--- src/rtl/multi_channel_clock_divider.sv ---
// ---------------------------------------------------------------------------
// multi_channel_clock_divider
//   CHANNELS independent clock dividers running off masterClock. Each channel
//   has a runtime divisor, odd/even division, and a one-cycle tick strobe
//   that can be used as a clock enable. New divisors are held as pending and
//   only take effect at a period boundary, or at once when the channel is
//   stopped, so no runt pulses are produced. syncAll restarts every channel
//   in phase.
//
// Ports
//   masterClock   in   1          clock, posedge
//   resetN        in   1          async active-low reset
//   chEnable      in   CHANNELS   per-channel run enable
//   syncAll       in   1          restart all channel counters
//   wrEn          in   1          divisor write strobe
//   wrChannel     in   CW         write target (>= CHANNELS ignored)
//   wrDivisor     in   DIV_WIDTH  new divisor (0/1 park the channel low)
//   wrHigh        in   DIV_WIDTH  new high time (CLKDIV_DUTY_CFG_EN only)
//   dividedClock  out  CHANNELS   divided clocks, registered
//   tick          out  CHANNELS   1-cycle pulse at start of each period
//
// Build option
//   CLKDIV_DUTY_CFG_EN : adds wrHigh and a programmable high time per channel.
//                        Undefined: high time fixed at (divisor+1)>>1.
// ---------------------------------------------------------------------------

// One divider channel.
module clkdiv_lane #(
  parameter int DIV_WIDTH = 16,
  parameter int RESET_DIV = 2
) (
  input  logic                 clk_i,
  input  logic                 rst_ni,
  input  logic                 en_i,
  input  logic                 sync_i,
  input  logic                 wr_i,
  input  logic [DIV_WIDTH-1:0] wr_div_i,
`ifdef CLKDIV_DUTY_CFG_EN
  input  logic [DIV_WIDTH-1:0] wr_high_i,
`endif
  output logic                 clk_o,
  output logic                 tick_o
);
  typedef logic [DIV_WIDTH-1:0] div_t;
  localparam logic [DIV_WIDTH:0] ONE_W = (DIV_WIDTH+1)'(1);

  div_t div_q, div_d, pend_q, pend_d, cnt_q, cnt_d;
  logic pvld_q, pvld_d, clk_q, clk_d, tick_q, tick_d;
  logic run, wrap, apply;
  div_t div_m1;
  logic [DIV_WIDTH:0] high_time;

  assign div_m1 = div_q - div_t'(1);
  assign run    = en_i && (div_q >= div_t'(2));
  assign wrap   = (cnt_q == div_m1);

`ifdef CLKDIV_DUTY_CFG_EN
  div_t high_q, high_d, hpend_q, hpend_d;
  // Clamp so the output always has at least one low cycle per period.
  assign high_time = {1'b0, (high_q < div_m1) ? high_q : div_m1};
`else
  // One extra cycle of high on odd divisors.
  assign high_time = ({1'b0, div_q} + ONE_W) >> 1;
`endif

  always_comb begin
    div_d  = div_q;
    pend_d = pend_q;
    pvld_d = pvld_q;
    cnt_d  = cnt_q;
    clk_d  = 1'b0;
    tick_d = 1'b0;
    apply  = 1'b0;
`ifdef CLKDIV_DUTY_CFG_EN
    high_d  = high_q;
    hpend_d = hpend_q;
`endif
    if (sync_i || !run) begin
      // Stopped or realigning: park low and take any pending divisor now.
      cnt_d = '0;
      apply = pvld_q;
    end else begin
      clk_d  = ({1'b0, cnt_q} < high_time);
      tick_d = (cnt_q == '0);
      cnt_d  = wrap ? '0 : cnt_q + div_t'(1);
      apply  = wrap && pvld_q;
    end
    if (apply) begin
      div_d  = pend_q;
      pvld_d = 1'b0;
`ifdef CLKDIV_DUTY_CFG_EN
      high_d = hpend_q;
`endif
    end
    // A write on the apply edge is kept as the next pending value.
    if (wr_i) begin
      pend_d = wr_div_i;
      pvld_d = 1'b1;
`ifdef CLKDIV_DUTY_CFG_EN
      hpend_d = wr_high_i;
`endif
    end
  end

  always_ff @(posedge clk_i or negedge rst_ni) begin
    if (!rst_ni) begin
      div_q  <= div_t'(RESET_DIV);
      pend_q <= '0;
      pvld_q <= 1'b0;
      cnt_q  <= '0;
      clk_q  <= 1'b0;
      tick_q <= 1'b0;
`ifdef CLKDIV_DUTY_CFG_EN
      high_q  <= div_t'(RESET_DIV >> 1);
      hpend_q <= '0;
`endif
    end else begin
      div_q  <= div_d;
      pend_q <= pend_d;
      pvld_q <= pvld_d;
      cnt_q  <= cnt_d;
      clk_q  <= clk_d;
      tick_q <= tick_d;
`ifdef CLKDIV_DUTY_CFG_EN
      high_q  <= high_d;
      hpend_q <= hpend_d;
`endif
    end
  end

  assign clk_o  = clk_q;
  assign tick_o = tick_q;
endmodule

module multi_channel_clock_divider #(
  parameter int CHANNELS  = 4,
  parameter int DIV_WIDTH = 16,
  parameter int RESET_DIV = 2,
  localparam int CW = (CHANNELS > 1) ? $clog2(CHANNELS) : 1
) (
  input  logic                 masterClock,
  input  logic                 resetN,
  input  logic [CHANNELS-1:0]  chEnable,
  input  logic                 syncAll,
  input  logic                 wrEn,
  input  logic [CW-1:0]        wrChannel,
  input  logic [DIV_WIDTH-1:0] wrDivisor,
`ifdef CLKDIV_DUTY_CFG_EN
  input  logic [DIV_WIDTH-1:0] wrHigh,
`endif
  output logic [CHANNELS-1:0]  dividedClock,
  output logic [CHANNELS-1:0]  tick
);
  logic [CHANNELS-1:0] wr_hit;

  for (genvar g = 0; g < CHANNELS; g++) begin : g_lane
    // Out-of-range channel numbers match no lane and are dropped.
    assign wr_hit[g] = wrEn && (wrChannel == CW'(g));

    clkdiv_lane #(
      .DIV_WIDTH (DIV_WIDTH),
      .RESET_DIV (RESET_DIV)
    ) u_lane (
      .clk_i     (masterClock),
      .rst_ni    (resetN),
      .en_i      (chEnable[g]),
      .sync_i    (syncAll),
      .wr_i      (wr_hit[g]),
      .wr_div_i  (wrDivisor),
`ifdef CLKDIV_DUTY_CFG_EN
      .wr_high_i (wrHigh),
`endif
      .clk_o     (dividedClock[g]),
      .tick_o    (tick[g])
    );
  end
endmodule

--- config.mk ---
export PLATFORM = sky130hd
export DESIGN_NAME = multi_channel_clock_divider
export DESIGN_NICKNAME = d
export VERILOG_FILES = /design/src/rtl/multi_channel_clock_divider.sv
export SDC_FILE = /design/constraint.sdc
export NUM_CORES = 1
export LEC_CHECK = 0
export ABC_AREA = 1
export BUFFER_PORTS_ARGS = -buffer_cell sky130_fd_sc_hd__buf_2
export CORE_MARGIN = 1.5
export CORE_UTILIZATION = 45
export DETAILED_ROUTE_END_ITERATION = 16
export PLACE_DENSITY_LB_ADDON = 0.1
export SLEW_MARGIN = 20
export SYNTH_ARGS = -nofsm -noshare
export SYNTH_HDL_FRONTEND = slang
export SYNTH_SLANG_ARGS = --single-unit
--- constraint.sdc ---
create_clock -name masterClock -period 3.1 [get_ports masterClock]
set_input_delay 0.465 -clock masterClock [delete_from_list [all_inputs] [get_ports masterClock]]
set_output_delay 0.465 -clock masterClock [all_outputs]
set_load 0.005 [all_outputs]
==> results of run 1 <==
cells by family (layout without fill, tap and decap cells):
family | count (synthesis) | count (layout) | synth area share [%]
xor+xnor | 117 | 117 | 7.31
fa+ha+maj | 80 | 80 | 7.14
compound gates | 153 | 153 | 5.65
buf+inv | 285 | 303 | 8.83
flops | 204 | 204 | 36.4
simple gates | 1097 | 1097 | 34.6
critical path, stage by stage (launching register included):
cell,delay (ps)
dfstp_2,620
nand3_1,150
nor3_2,180
nand3_1,140
nor2_1,150
nand3_1,120
nor3_1,270
nand2_1,100
xor2_1,160
ha_1,300
nand2_1,70
inv_1,60
nand3_1,80
nor3_1,140
o21ai_0,100
nand2_1,60
nor2_1,30
metrics by stage:
stage	std cells	hold WS, ps	worst slack, ps
floorplan	1936	169	501
global placement	2304	466	231
detailed placement	2304	473	123
CTS	2349	293	110
global route	2350	295	-54.8
finish	2350	306	237
timing repair:
action                                 CTS  global route
endpoints found under the hold margin   51             0
buffers inserted                         0             1
gates resized for setup                  0            11
setup endpoints to repair                0             4
hold buffers                             1             0
placed cells by master (no fill, tap or decap), types with 4 or more instances in the layout:
| cell | n |
|---|---|
| nand4_1 | 34 |
| a21oi_1 | 41 |
| nand3_1 | 189 |
| ha_1 | 80 |
| nor4_1 | 7 |
| xnor2_1 | 43 |
| buf_2 | 32 |
| inv_1 | 201 |
| nand2_1 | 549 |
| nor3_1 | 31 |
| nor3_2 | 16 |
| dfstp_2 | 4 |
| dfrtp_1 | 199 |
| nor2_4 | 7 |
| a21o_1 | 4 |
| nand3b_1 | 18 |
| clkbuf_16 | 25 |
| clkbuf_8 | 6 |
| bufinv_16 | 5 |
| nand3_2 | 14 |
| o21ai_0 | 102 |
| nand2_2 | 8 |
| xor2_1 | 74 |
| nor2_1 | 198 |
| nor2_2 | 21 |
| buf_4 | 21 |
area by class of cell:
class                   instances  area, um2
flip-flops and latches        204       5110
repair buffers                 56        363
well taps                     396        495
clock buffers                  34        719
clock inverters                10        183
fillers                      3052      15200
multi-input cells            1447       7720
inverters                     203        762
power groups by stage:
stage               Combinational, mW  Clock (mW)  Sequential [mW]
floorplan                        2.93           0             3.32
global placement                 3.29           0             3.70
detailed placement               3.34           0             3.70
CTS                              3.36        3.27             3.66
global route                     3.92        3.39             3.74
finish                           3.36        3.20             3.67
state kept, by name, indices dropped and copies added, names as in the netlist:
register and flops:
g_lane.u_lane.div_q 64, g_lane.u_lane.clk_o 4, g_lane.u_lane.cnt_q 64, g_lane.u_lane.pvld_q 4
g_lane.u_lane.tick_o 4, g_lane.u_lane.pend_q 64
routing by layer:
| metal | GRT usage, % | share of wire, % | vias up |
|---|---|---|---|
| met5 | 0 | 0 | - |
| met1 | 30.2 | 49 | 5553 |
| li1 | - | - | 6165 |
| met3 | 2.51 | 3.3 | 54 |
| met4 | 5.67 | 2.5 | 0 |
| met2 | 36.5 | 45 | 180 |
how the worst min path moves through the flow:
stage	slack [ps]	from	endpoint	cells past startpoint
final	310	wrDivisor[14]	g_lane[2].u_lane.pend_q[14]	3
after detailed placement	470	g_lane[1].u_lane.pend_q[13]	g_lane[1].u_lane.pend_q[13]	2
after global routing	290	wrDivisor[7]	g_lane[0].u_lane.pend_q[7]	3
after floorplan	170	resetN	g_lane[0].u_lane.clk_o	0
after global placement	470	g_lane[3].u_lane.pend_q[8]	g_lane[3].u_lane.pend_q[8]	2
after CTS	290	wrDivisor[14]	g_lane[1].u_lane.pend_q[14]	3
==> run_results.csv, run 1 <==
group,metric,value,unit
logic_synthesis,synth_area,14000,um2
power_and_ir_drop,p_comb_share,32.9,%
critical_path,crit_end,"g_lane[1].u_lane.clk_o",
grt,grt-ovfl-total,0,
place,io_buffers,33,
final_layout,finalInstanceArea,15300,um2
timing,max_freq,349,MHz
clocking,clockRootBuffer,"clkbuf_16",
timing,fin_crit_sh,92.4,%
drt,via_count,12000,
drt,initialDrtViolationCount,699,
final_layout,diodes,0,
die,die_area,32200,um2
grt,grt_start_max_net_pins,89,
logic_synthesis,ys_warn_count,0,
clocking,clock_path_buffers,3,
die,io_pins,34,
timing,drv_slew,0,
logic_synthesis,syn_inst,1936,
power_and_ir_drop,intPower,6.32,mW
grt,grt_pass1_vias,11600,
clocking,numClockSinks,204,
logic_synthesis,synth-edff-count,0,
logic_synthesis,synth.area.top_cells,"dfrtp_1 (36%), nand2_1 (15%), ha_1 (7.1%), nand3_1 (6.8%), inv_1 (5.4%)",
critical_path,worstRegToRegCells,16,
power_and_ir_drop,power_density,666,nW/um2
logic_synthesis,syn_avg_cell_area,7.24,um2
grt,grt_pass1_wl,58.5,mm
timing,hold_viol,0,
critical_path,cp.arrival,3270,ps
critical_path,cp-start-kind,"register",
place,place.gp.congestion,0.919,
timing,period_minus_slack,2860,ps
critical_path,worst_setup_path_end_kind,"register",
power_and_ir_drop,p_seq_share,35.9,%
power_and_ir_drop,pwr-share-clk,31.3,%
timing,relSlewSlack,34.6,%
critical_path,r2r-start,"g_lane[1].u_lane.div_q[1]",
clocking,cts_buffers,25,
grt,grtUsageTotal,21.9,%
clocking,cts_max_level,1,
final_layout,fin_util,50.2,%
die,rows,64,
timing,skew,15.0,ps
final_layout,syn2layout_area_growth,9.48,%
clocking,cts_tree,"done",
timing,max_slew.worst_pin.slew,978,ps
final_layout,fin_nets,2043,
timing,rsz0062_at_grt,"true",
critical_path,reg2reg_slack,240,ps
power_and_ir_drop,swShare,38.2,%
place,dp_hpwl,26.0,mm
place,dpl_cell_area,14400,um2
job,maxCapViolCount,0,
critical_path,r2r-end,"g_lane[1].u_lane.clk_o",
final_layout,drive_gt1_share,8.85,%
power_and_ir_drop,power_switching,3.90,mW
clocking,clk_pin_slew,60,ps
critical_path,required,3500,ps
worst_hold_path,min_path_type,"in2reg",
logic_synthesis,yosysSeqAreaShare,36.4,%
die,initial_utilization,45.8,%
die,core-area,30600,um2
drt,finalWirelength,34.5,mm
grt,antenna_found_initial,0,
die,die_h,180,um
drt,avgRoutedWirePerCell,14.7,um
power_and_ir_drop,p_leak,7.68,nW
drt,vias_per_cell,5.09,
power_and_ir_drop,power,10.2,mW
logic_synthesis,synth_nets,2042,
critical_path,cp_max_fo,7,
critical_path,timing.critical_path.from,"g_lane[1].u_lane.div_q[1]",
timing,setup_tns,0,ps
drt,antenna_left,0,
logic_synthesis,synth_flop_cell,"dfrtp_1",
clocking,clock_latency,540,ps
drt,drc_errors,0,
logic_synthesis,synth_top_cell_by_area,"dfrtp_1",
logic_synthesis,synth.distinct_cells,35,
logic_synthesis,netlist.area_leader.share,35.7,%
logic_synthesis,async_flop_share,100,%
critical_path,crit_type,"reg2reg",
die,die_w,180,um
drt,drtPass1Iterations,5,
logic_synthesis,synth_most_common_cell,"nand2_1",
status,outcome,"finished, final reports clean",
power_and_ir_drop,vdd.ir_drop.worst,0.474,mV
logic_synthesis,ys_seq_elements,204,
timing,setup_viol,0,
logic_synthesis,ys_top_cells_by_count,"nand2_1 (549), inv_1 (201), nor2_1 (201)",
No activity file was read; power rests on OpenSTA's default activity.
==> run 2, diff against run 1 <==
--- a/config.mk
+++ b/config.mk
@@ -8,9 +8,10 @@
 export ABC_AREA = 1
 export BUFFER_PORTS_ARGS = -buffer_cell sky130_fd_sc_hd__buf_2
 export CORE_MARGIN = 1.5
-export CORE_UTILIZATION = 45
+export CORE_UTILIZATION = 55
 export DETAILED_ROUTE_END_ITERATION = 16
 export PLACE_DENSITY_LB_ADDON = 0.1
+export RECOVER_POWER = 100
 export SLEW_MARGIN = 20
 export SYNTH_ARGS = -nofsm -noshare
 export SYNTH_HDL_FRONTEND = slang
==> constraint.sdc (replaced) <==
create_clock -name masterClock -period 3.3 [get_ports masterClock]
set_input_delay 0.495 -clock masterClock [delete_from_list [all_inputs] [get_ports masterClock]]
set_output_delay 0.495 -clock masterClock [all_outputs]
set_load 0.005 [all_outputs]
==> run_results.csv, run 2 (synthesis results as in run 1) <==
group,metric,value,unit
clocking,cts_max_level,1,
place,io_buffers,33,
critical_path,cpMaxStageDelayCell,"dfstp_2",
timing,fin_crit_sh,91.5,%
critical_path,worstRegToRegCells,15,
final_layout,syn2layout_area_growth,6.58,%
power_and_ir_drop,p_leak,7.53,nW
status,violations,"capacitance limit, slew limit",
grt,grt_pass1_wl,56.2,mm
critical_path,cp-start-kind,"register",
final_layout,layout_common_cells,"nand2_1 (552), nor2_1 (204), inv_1 (201)",
timing,max_slew.worst_pin.slew,2020,ps
timing,period_minus_slack,3020,ps
critical_path,r2r-start,"g_lane[3].u_lane.div_q[1]",
die,die_h,163,um
clocking,cts_buffers,24,
final_layout,fin_util,59.5,%
critical_path,r2r-end,"g_lane[3].u_lane.clk_o",
worst_hold_path,min_path_cells,3,
drt,vias_per_cell,5.32,
clocking,cts_setup_buffers,0,
job,maxCapViolCount,1,
drt,drc_errors,0,
timing,worst_hold_slack,330,ps
clocking,clock_latency,530,ps
grt,grt_pass1_vias,11300,
drt,antenna_left,0,
critical_path,crit_type,"reg2reg",
critical_path,cp.arrival,3440,ps
clocking,clock_path_buffers,3,
worst_hold_path,holdPathEnd,"g_lane[1].u_lane.pend_q[8]",
timing,rsz0062_at_grt,"false",
drt,via_count,12100,
critical_path,cp_max_fo,7,
final_layout,top_regs,"g_lane.u_lane.cnt_q (64), g_lane.u_lane.div_q (64), g_lane.u_lane.pend_q (64)",
drt,finalWirelength,33.8,mm
critical_path,path_cells,"ha_1, nand3_1, nor2_1, nand2_1, nor2_1, nand4_1, nor3_1, nand2_1, xor2_1, ha_1, nand3_1, nor3_1, o21ai_0, nand2_1, nor2_1",
grt,grt-ovfl-total,0,
timing,skew,11.1,ps
timing,setup_viol,0,
final_layout,fin_nets,2029,
timing,setup_tns,0,ps
timing,hold_viol,0,
clocking,numClockSinks,204,
timing,max_freq,331,MHz
critical_path,worst_setup_path_end_kind,"register",
place,place_ws,301,ps
die,io_pins,34,
timing,drv_slew,77,
critical_path,required,3710,ps
critical_path,critPathMaxStageDelay,610,ps
clocking,cts_resized,0,
clocking,clockRootBuffer,"clkbuf_16",
grt,grtUsageTotal,26.2,%
timing,relSlewSlack,-34.7,%
power_and_ir_drop,vdd.ir_drop.worst,0.435,mV
place,dp_hpwl,25.2,mm
status,outcome,"finished with violations",
die,die_area,26500,um2
die,die_w,163,um
clocking,clk_pin_slew,60,ps
timing,fin_ws,279,ps
grt,antenna_found_initial,0,
drt,avgRoutedWirePerCell,14.9,um
die,core-area,25100,um2
final_layout,finalInstanceArea,14900,um2
final_layout,drive_gt1_share,6.76,%
grt,grt_start_max_net_pins,78,
clocking,cts_tree,"done",
die,initial_utilization,55.8,%
critical_path,critical_path_buf_inv_count,0,
worst_hold_path,min_path_type,"in2reg",
place,place.gp.congestion,0.888,
place,dp.cells,2227,
drt,initialDrtViolationCount,668,
clocking,postCtsHoldBufs,0,
final_layout,diodes,0,
drt,drtPass1Iterations,5,
place,dpl_cell_area,14200,um2
final_layout,fin_cells,2268,
power_and_ir_drop,power_density,616,nW/um2
critical_path,reg2reg_slack,280,ps
power_and_ir_drop,power,9.21,mW
critical_path,crit_family,"simple AND/OR/NAND/NOR gates",
worst_hold_path,min-delay-start,"wrDivisor[8]",
final_layout,final_common_cell,"nand2_1",
die,rows,58,
run 2: changes by cell type in the layout (fill, tap and decap cells not counted), moves of 3 or more:
cell,delta
buf_2,-4
buf_4,-17
bufinv_16,-3
clkbuf_1,+6
clkbuf_2,+4
nand2_1,+3
nand3_1,+3
nand3_2,-3
nor2_1,+6
nor2_2,-6
nor3_1,+7
nor3_2,-7
run 2: how the worst max path moves through the flow:
stage	end	depth (start not counted)	slack [ps]	from
CTS	g_lane[3].u_lane.clk_o	15	300	g_lane[3].u_lane.div_q[1]
finish	g_lane[3].u_lane.clk_o	15	280	g_lane[3].u_lane.div_q[1]
floorplan	g_lane[1].u_lane.clk_o	16	700	g_lane[1].u_lane.div_q[1]
global placement	g_lane[1].u_lane.clk_o	16	450	g_lane[1].u_lane.div_q[1]
global route	g_lane[1].u_lane.clk_o	16	10	g_lane[1].u_lane.div_q[1]
detailed placement	g_lane[3].u_lane.clk_o	15	300	g_lane[3].u_lane.div_q[1]
run 2: cell type report:
class	count	area, um2
clock inverter	9	103
fill	2363	10200
inverter	203	762
clock buffer	32	692
timing repair buffer	43	233
multi-input combinational	1447	7630
tap	330	413
sequential	204	5110
run 2: worst min-delay path: stages:
cell and delay [ps]:
buf_2 80, inv_1 90, o21ai_0 160
run 2: routing by layer:
layer / track usage (%) / share of wire [%] / vias up
li1: - / - / 6133
met1: 36.4 / 48 / 5674
met2: 43.1 / 46 / 205
met3: 2.93 / 3.4 / 52
met4: 7.67 / 2.5 / 0
met5: 0 / 0 / -
run 2: power breakdown:
part,internal (mW),switching (mW)
logic,1.12,1.93
registers,2.87,0.618
clock network,1.62,1.06
==> run 3, diff against run 2 <==
--- a/config.mk
+++ b/config.mk
@@ -10,6 +10,7 @@
 export CORE_MARGIN = 1.5
 export CORE_UTILIZATION = 55
 export DETAILED_ROUTE_END_ITERATION = 16
+export MAX_ROUTING_LAYER = met4
 export PLACE_DENSITY_LB_ADDON = 0.1
 export RECOVER_POWER = 100
 export SLEW_MARGIN = 20
==> run_results.csv, run 3 (synthesis results as in run 1) <==
group,metric,value,unit
worst_hold_path,min_path_type,"in2reg",
grt,grt.busiest_layer,"met2",
die,die_h,163,um
clocking,cts_tree,"done",
critical_path,crit_type,"reg2reg",
critical_path,cp_max_fo,5,
drt,drc_errors,0,
critical_path,required,3740,ps
timing,setup_viol,0,
drt,vias_per_cell,5.25,
final_layout,drive_gt1_share,6.72,%
status,violations,"capacitance limit, slew limit",
clocking,cts_buffers,23,
final_layout,top_regs,"g_lane.u_lane.cnt_q (64), g_lane.u_lane.div_q (64), g_lane.u_lane.pend_q (64)",
critical_path,timing.critical_path.from,"g_lane[2].u_lane.div_q[1]",
power_and_ir_drop,p_leak,7.51,nW
timing,drv_slew,83,
clocking,cts_setup_buffers,0,
clocking,cts_max_level,1,
power_and_ir_drop,power_density,621,nW/um2
final_layout,layout_common_cells,"nand2_1 (550), nor2_1 (203), inv_1 (201)",
timing,relSlewSlack,-40.2,%
critical_path,cpMaxStageDelayCell,"dfstp_1",
clocking,cts_resized,0,
final_layout,finalInstanceArea,14900,um2
drt,finalWirelength,33.5,mm
job,maxCapViolCount,1,
place,dpl_cell_area,14200,um2
clocking,numClockSinks,204,
place,place.gp.congestion,0.919,
grt,antenna_found_initial,0,
critical_path,critical_path_buf_inv_count,0,
drt,drtPass1Iterations,7,
place,io_buffers,33,
status,outcome,"finished with violations",
timing,rsz0062_at_grt,"false",
timing,setup_tns,0,ps
drt,avgRoutedWirePerCell,14.8,um
critical_path,path_cells,"ha_1, nand3_1, nor2_1, nand2_1, nor2_1, nand4_1, nor3_1, nand2_1, xor2_1, ha_1, a21oi_1, o21ai_0, a21oi_1, nand2_1, nor2_1",
grt,grt_pass1_wl,56.0,mm
final_layout,fin_util,59.5,%
clocking,postCtsHoldBufs,0,
critical_path,cp.arrival,3470,ps
clocking,clk_pin_slew,60,ps
die,die_w,163,um
final_layout,fin_nets,2025,
timing,hold_viol,0,
die,initial_utilization,55.8,%
critical_path,r2r-start,"g_lane[2].u_lane.div_q[1]",
final_layout,final_common_cell,"nand2_1",
critical_path,critPathMaxStageDelay,600,ps
die,die_area,26500,um2
final_layout,ff_latch_area,5110,um2
clocking,clock_latency,520,ps
power_and_ir_drop,vdd.ir_drop.worst,0.434,mV
final_layout,multi_input_area,7630,um2
drt,initialDrtViolationCount,931,
timing,max_freq,330,MHz
clocking,clockRootBuffer,"clkbuf_16",
clocking,clock_path_buffers,3,
critical_path,worst_setup_path_end_kind,"register",
final_layout,diodes,0,
die,core-area,25100,um2
grt,grt_start_max_net_pins,83,
drt,via_count,11900,
timing,fin_crit_sh,91.8,%
grt,grt_use_met1,37.6,%
die,io_pins,34,
die,rows,58,
place,dp_hpwl,25.0,mm
critical_path,cp-start-kind,"register",
worst_hold_path,min-delay-start,"wrDivisor[8]",
grt,grt_pass1_vias,11200,
timing,period_minus_slack,3030,ps
drt,antenna_left,0,
timing,max_slew.worst_pin.slew,2100,ps
timing,skew,12.1,ps
grt,grt-ovfl-total,0,
final_layout,nFillCells,2392,
timing,worst_hold_slack,354,ps
grt,met3_usage,2.47,%
power_and_ir_drop,power,9.27,mW
critical_path,crit_family,"simple AND/OR/NAND/NOR gates",
grt,grtUsageTotal,26.8,%
grt,met2_usage,42.0,%
final_layout,syn2layout_area_growth,6.58,%
[run 3: cell types whose count changed in the layout (fill, tap and decap cells not counted), moves of 3 or more]
cell / delta
buf_4: -4
nand3_2: -4
clkinvlp_4: +3
nand3_1: +4
clkinv_2: -3
[run 3: worst reg2reg max path: cells and delay by family (launching register included)]
kind / cells / cell delay, ps
simple gates: 9 / 1350
flops: 1 / 600
fa+ha+maj: 2 / 520
compound gates: 3 / 330
xor+xnor: 1 / 160
[run 3: path summary, 6_finish.rpt]
check / end / slack (ps) / cells past startpoint
worst min-delay path: g_lane[3].u_lane.pend_q[8] / 350 / 3
worst max-delay path: g_lane[2].u_lane.clk_o / 270 / 15
max in group asynchronous: g_lane[2].u_lane.cnt_q[4] / 710 / 2
worst max register to register: g_lane[2].u_lane.clk_o / 270 / 15
min in group asynchronous: g_lane[3].u_lane.cnt_q[15] / 600 / 1
worst min register to register: g_lane[3].u_lane.pend_q[2] / 480 / 2
[run 3: layer usage]
layer  share of wire, %  vias up
met1                 48     5464
met2                 46      224
met5                  0        -
li1                   -     6147
met3                4.2       53
met4                2.4        0
[run 3: power breakdown]
group | internal (mW) | total [mW] | switching, mW
Sequential | 2.87 | 3.48 | 0.610
Combinational | 1.12 | 3.06 | 1.94
Clock | 1.69 | 2.74 | 1.05
Total | 5.67 | 9.27 | 3.60
[run 3: final cells by class]
type / instances / area share [%]
Multi-Input combinational cell: 1447 / 51.1
Clock buffer: 29 / 4.27
Inverter: 203 / 5.10
Sequential cell: 204 / 34.2
Tap cell: 330 / 2.76
Timing Repair Buffer: 40 / 1.42
Clock inverter: 12 / 1.20
[run 3: metrics by stage]
| stage | worst slack [ps] | instances |
|---|---|---|
| final | 269 | 2265 |
| after global routing | 3.80 | 2265 |
| after CTS | 333 | 2265 |
| after detailed placement | 344 | 2224 |
| after global placement | 449 | 2224 |
| after floorplan | 701 | 1936 |
